===== config.mk =====
export PLATFORM = sky130hd
export DESIGN_NAME = product_accumulator
export DESIGN_NICKNAME = d
export VERILOG_FILES = /design/src/rtl/product_accumulator.sv
export SDC_FILE = /design/constraint.sdc
export NUM_CORES = 1
export LEC_CHECK = 0
export ABC_AREA = 0
export BUFFER_PORTS_ARGS = -buffer_cell sky130_fd_sc_hd__buf_4
export CAP_MARGIN = 30
export CORE_MARGIN = 4
export CORE_UTILIZATION = 55
export DETAILED_ROUTE_END_ITERATION = 6
export PLACE_DENSITY_LB_ADDON = 0.05
export SYNTH_ARGS = -nofsm -noshare
export SYNTH_HDL_FRONTEND = slang
export SYNTH_SLANG_ARGS = --single-unit

===== constraint.sdc =====
create_clock -name clk -period 4.28 [get_ports clk]
set_clock_uncertainty 0.2 [all_clocks]
set_input_delay 0.856 -clock clk [delete_from_list [all_inputs] [get_ports clk]]
set_output_delay 0.856 -clock clk [all_outputs]
set_load 0.02 [all_outputs]

===== src/rtl/product_accumulator.sv =====
// Accumulates a group of signed 64-bit products, with optional saturation, and
// holds the group result under a valid/ready handshake until it is consumed.
module product_accumulator #(
    parameter bit SAT_EN = 1'b1
) (
    input  logic        clk,
    input  logic        rst,
    input  logic        in_valid,
    output logic        in_ready,
    input  logic [63:0] in_product,
    input  logic        in_ovf,
    input  logic        in_last,
    output logic        out_valid,
    input  logic        out_ready,
    output logic [63:0] out_sum,
    output logic [15:0] out_count,
    output logic        out_ovf,
    output logic        out_sat
);

    localparam logic [63:0] SumMax = 64'h7FFF_FFFF_FFFF_FFFF;
    localparam logic [63:0] SumMin = 64'h8000_0000_0000_0000;

    typedef enum logic {StAccum, StHold} state_e;

    state_e      state_q, state_d;
    logic [63:0] acc_q, acc_d;
    logic [15:0] cnt_q, cnt_d;
    logic        ovf_q, ovf_d;
    logic        sat_q, sat_d;

    logic        accept;
    logic [63:0] sum;
    logic        add_ovf;
    logic [63:0] acc_upd;
    logic [15:0] cnt_upd;
    logic        ovf_upd;
    logic        sat_upd;

    assign out_valid = (state_q == StHold);
    assign in_ready  = !out_valid && !rst;
    assign accept    = in_valid && in_ready;

    // Post-update values of the running state for the current beat.
    always_comb begin
        sum     = acc_q + in_product;
        add_ovf = (acc_q[63] == in_product[63]) && (sum[63] != acc_q[63]);
        acc_upd = sum;
        if (add_ovf && SAT_EN) begin
            acc_upd = acc_q[63] ? SumMin : SumMax;
        end
        cnt_upd = (cnt_q == 16'hFFFF) ? cnt_q : cnt_q + 16'd1;
        ovf_upd = ovf_q | in_ovf;
        sat_upd = sat_q | add_ovf;
    end

    always_comb begin
        state_d = state_q;
        acc_d   = acc_q;
        cnt_d   = cnt_q;
        ovf_d   = ovf_q;
        sat_d   = sat_q;
        unique case (state_q)
            StAccum: begin
                if (accept) begin
                    acc_d = acc_upd;
                    cnt_d = cnt_upd;
                    ovf_d = ovf_upd;
                    sat_d = sat_upd;
                    if (in_last) begin
                        state_d = StHold;
                    end
                end
            end
            StHold: begin
                if (out_ready) begin
                    acc_d   = '0;
                    cnt_d   = '0;
                    ovf_d   = 1'b0;
                    sat_d   = 1'b0;
                    state_d = StAccum;
                end
            end
        endcase
    end

    always_ff @(posedge clk) begin
        if (rst) begin
            state_q <= StAccum;
            acc_q   <= '0;
            cnt_q   <= '0;
            ovf_q   <= 1'b0;
            sat_q   <= 1'b0;
        end else begin
            state_q <= state_d;
            acc_q   <= acc_d;
            cnt_q   <= cnt_d;
            ovf_q   <= ovf_d;
            sat_q   <= sat_d;
        end
    end

    // Result registers only load on the closing beat, so they stay put in HOLD.
    always_ff @(posedge clk) begin
        if (rst) begin
            out_sum   <= '0;
            out_count <= '0;
            out_ovf   <= 1'b0;
            out_sat   <= 1'b0;
        end else if (accept && in_last) begin
            out_sum   <= acc_upd;
            out_count <= cnt_upd;
            out_ovf   <= ovf_upd;
            out_sat   <= sat_upd;
        end
    end

endmodule


# Word level (Yosys, flattened, before mapping)
# Index checks and enable logic that the tools add are counted.
# op_classes
n_addsub	2
multipliers	0
div_mod_pow	0
magnitude_cmp	0
n_eq_ne	5
shifts	0
muxes	18
n_bitwise	3
n_reduce_logical	7
# ops
op	n
$mux 64	4
$pmux 64 s2	1
$add 64x64->64	1
$mux 16	3
$pmux 16 s2	1
$add 16x1->16 const B	1
$eq 16x16->1 const B	1
$mux 1	6
$pmux 1 s2	3
$logic_and 1x1->1	4
$ne 2x2->1 const B	2
$logic_not 1->1	2
$or 1x1->1	2
$reduce_and 2->1	1
$eq 1x1->1	1
$ne 1x1->1	1
$not 1->1	1
# word_totals
ff_bits	165
latch_bits	0
ram_bits	0
mem_bits_ro	0
inputBits	70
out_inout_bits	84
wordCells	44
memories	0

# Logic depth before layout (Yosys ltp)
# depth
ltp_word	6
mapped_depth	14
depth_no_buf	13

# Worst setup path after synthesis
# Ideal clock, no wire load.
# synth_path
kind	input -> register
startpoint	in in_product[0]
endpoint	reg out_sum[58]
setup_time_ns	0.086
t_arrival_ns	3.481
t_required_ns	3.994
setup_slack_ns	0.514
path_stages	13
path_buffers	0
cell_sequence	ha_1 -> fa_1 -> a21oi_2 -> o211ai_1 -> and3_1 -> o2111ai_2 -> nand2_2 -> o22a_2 -> a21oi_2 -> o211ai_2 -> a31oi_1 -> mux2_2 -> a211oi_1
# synth_between
elab_chain_len	4
# synth_rtl
item	line_no	rtl
start: declaration	10	input logic [63:0] in_product,
$add 64x64->64 *	46	sum = acc_q + in_product;
$ne 1x1->1	47	add_ovf = (acc_q[63] == in_product[63]) && (sum[63] != acc_q[63]);
$logic_and 1x1->1	47	
$mux 64 *	49	if (add_ovf && SAT_EN) begin
end signal: assignment	111	out_sum <= acc_upd;
end: declaration	15	output logic [63:0] out_sum,
# Every way passes the cells marked *; elsewhere a longest branch is shown, timed or not.
# A chain may end at the register's enable or synchronous reset.

# Worst setup path in the final report
# Ends and elaborated chain as after synthesis.

==> flow_summary_export.csv <==
group,metric,value,unit
status,outcome,"finished, final reports clean",
logic_synthesis,netlist_instances,1301,
sta,rsz0062_at_grt,"false",
die,std_cell_rows,49,
logic_synthesis,synth_nets,1436,
critical_path,worst_setup_path_start_kind,"input port",
place,placed_cell_area,11400,µm²
logic_synthesis,synth-seq-area-share,0.325,
clock_tree,cts_tree,"yes",
logic_synthesis,syn_area_per_cell,7.81,µm²
logic_synthesis,synthesis.area,10200,µm²
hold_path,hold_class,"reg2reg",
sta,tns,0,ns
logic_synthesis,ys.flop_type,"dfxtp_1",
sta,slew_headroom,0.399,
drt,initialDrtViolationCount,705,
logic_synthesis,synth_edf_count,0,
finish,fin_cells,1648,
grt,grt_overflow,0,
logic_synthesis,ys_ff_latch,165,
logic_synthesis,synthTopCellsByArea,"dfxtp_1, ha_1, a21oi_1",
die,die_h,144,µm
grt,grt_first_pass_wirelength,45100,µm
critical_path,reg2reg_slack,0.69,ns
clock_tree,numCtsBuffers,17,
clock_tree,clkLatencyLatePin,0.43,ns
job,cap_violations,0,
critical_path,crit_path_end_kind,"flop",
clock_tree,clock_sinks,165,
critical_path,arrival,3.98,ns
critical_path,r2r_start,"acc_q[0]",
sta,finalCritPeriodShare,0.894,
sta,hold_viol,0,
hold_path,hold_end,"acc_q[52]",
clock_tree,cts.repair.resized,0,
hold_path,holdPathStages,2,
grt,grt_util_all_layers,0.267,
finish,final_cell_mix,"buf_4, dfxtp_1, a21oi_1",
finish,diodes,0,
die,die_area,20700,µm²
sta,drv_slew,0,
place,hpwl,20600,µm
die,num_io_pins,154,
drt,routed_wl,28100,µm
logic_synthesis,synth_top_area_share,0.325,
clock_tree,cts_hold_buf,0,
pwr,peakVddDrop,336,µV
logic_synthesis,yosysWarnings,0,
die,core,18100,µm²
clock_tree,post_cts_buffers,0,
clock_tree,clockBufferDepth,2,
pwr,powerDensity,507,nW/µm²
clock_tree,cts_max_level,4,
grt,grt_max_degree,78,
finish,drive_above_1_share,0.172,
sta,worstMarginPinSlew,0.899,ns
drt,ant_nets,0,
pwr,p_leak,5.05,nW
grt,grt_pass1_vias,8902,
finish,nFillCells,1609,
hold_path,min_from,"acc_q[52]",
drt,via_per_inst,5.93,
sta,min_period,3.82,ns
logic_synthesis,synthArstFlopShare,0,
critical_path,crit_type,"in2reg",
logic_synthesis,yosysUniqueCellTypes,73,
grt,antenna_found_initial,0,
finish,fin_nets,1541,
place,placed_cells,1616,
finish,final_util,0.665,
finish,final_common_cell,"buf_4",
pwr,total_power,0.00610,W
drt,drc,0,
drt,drt_pass1_iterations,6,
sta,setup_viol,0,
die,initial_core_util,0.562,
die,die_w,144,µm
clock_tree,cts-root-buf,"clkbuf_16",
critical_path,reg2reg_depth,13,
finish,syn2layout_area_growth,18.4,%
place,port-buffer-count,153,
drt,wl_per_cell,17.0,µm
place,gp_congestion,0.943,
sta,max_freq,0.261,GHz
critical_path,critPathMaxFanout,5,
critical_path,r2r-end,"out_sum[58]",
drt,num_vias,9778,
finish,final_area,12000,µm²
critical_path,worstPathRequired,4.43,ns
clock_tree,cts.reportedPaths.clkPinSlew,0.07,ns
logic_synthesis,yosys.area.top_type,"dfxtp_1",
-- state kept, by name, indices dropped and copies added (netlist names) --
| name | count |
|---|---|
| acc_q | 64 |
| out_sum | 64 |
| cnt_q | 16 |
| out_count | 16 |
| out_ovf | 1 |
| out_sat | 1 |
| out_valid | 1 |
| ovf_q | 1 |
| sat_q | 1 |
-- worst max-delay path by stage --
stage	start	to	slack [ns]	cells after the start
after detailed placement	in_product[0]	out_sum[58]	0.02	14
after CTS	in_product[0]	out_sum[58]	0.46	14
after floorplan	in_product[0]	out_sum[58]	0.51	13
after global placement	in_product[0]	out_sum[58]	0.1	14
after global routing	in_product[0]	out_sum[58]	0.29	14
final	in_product[0]	out_sum[58]	0.46	14
-- where the power goes --
group | internal [W] | switching, W
sequential | 0.00175 | 0.000126
combinational | 0.00108 | 0.00159
clock | 0.000832 | 0.000717
total | 0.00366 | 0.00244
-- per-layer routing --
layer,vias up,track usage,part of all wire
met3,53,0.0386,0.068
met4,0,0.0743,0.021
li1,4943,-,-
met1,4433,0.375,0.45
met5,-,0,0
met2,349,0.428,0.46
-- cells in the mapped netlist (17+ instances only) --
library cell / instances
and3_1: 19
xor2_1: 24
a211oi_1: 75
clkbuf_1: 62
nand4_1: 23
a31oi_1: 17
xnor2_1: 45
nor2_1: 146
nand3_1: 36
a21o_1: 33
a21oi_1: 153
dfxtp_1: 165
o21ai_0: 88
nand2_1: 134
ha_1: 64
-- per-stage QoR --
step                worst slack, ns  hold slack, ns
finish                        0.456           0.260
global route                  0.294           0.281
CTS                           0.456           0.261
detailed placement           0.0204           0.245
global placement             0.0991           0.238
floorplan                     0.514           0.229
-- cell type report --
type                            count  area [µm²]  area share
Tap cell                          229         287      0.0238
Sequential cell                   165        3300       0.275
Timing Repair Buffer              176        1370       0.114
Inverter                           15        56.3     0.00468
Clock inverter                     14         164      0.0136
Multi-Input combinational cell   1031        6420       0.534
Clock buffer                       18         429      0.0357
-- cell families (layout without fill, tap and decap cells) --
family | count (synthesis) | after routing | synth area share
AO/OA/AOI/OAI | 466 | 466 | 0.294
XOR/XNOR | 69 | 69 | 0.0595
adder cells (fa/ha/maj) | 65 | 65 | 0.0808
buffers and inverters | 105 | 223 | 0.0453
flip-flops | 165 | 165 | 0.325
multiplexers | 3 | 3 | 0.00369
AND/OR/NAND/NOR | 428 | 428 | 0.192
-- critical path, cell delays in order --
cell	delay, ns
buf_4	0.11
ha_1	0.22
fa_1	0.42
a21oi_2	0.19
o211ai_1	0.14
and3_1	0.20
o2111ai_2	0.30
nand2_2	0.08
o22a_2	0.28
a21oi_2	0.22
o211ai_2	0.17
a31oi_1	0.20
mux2_2	0.36
a211oi_1	0.21
Note: power is estimated with default switching activity, not from simulation.
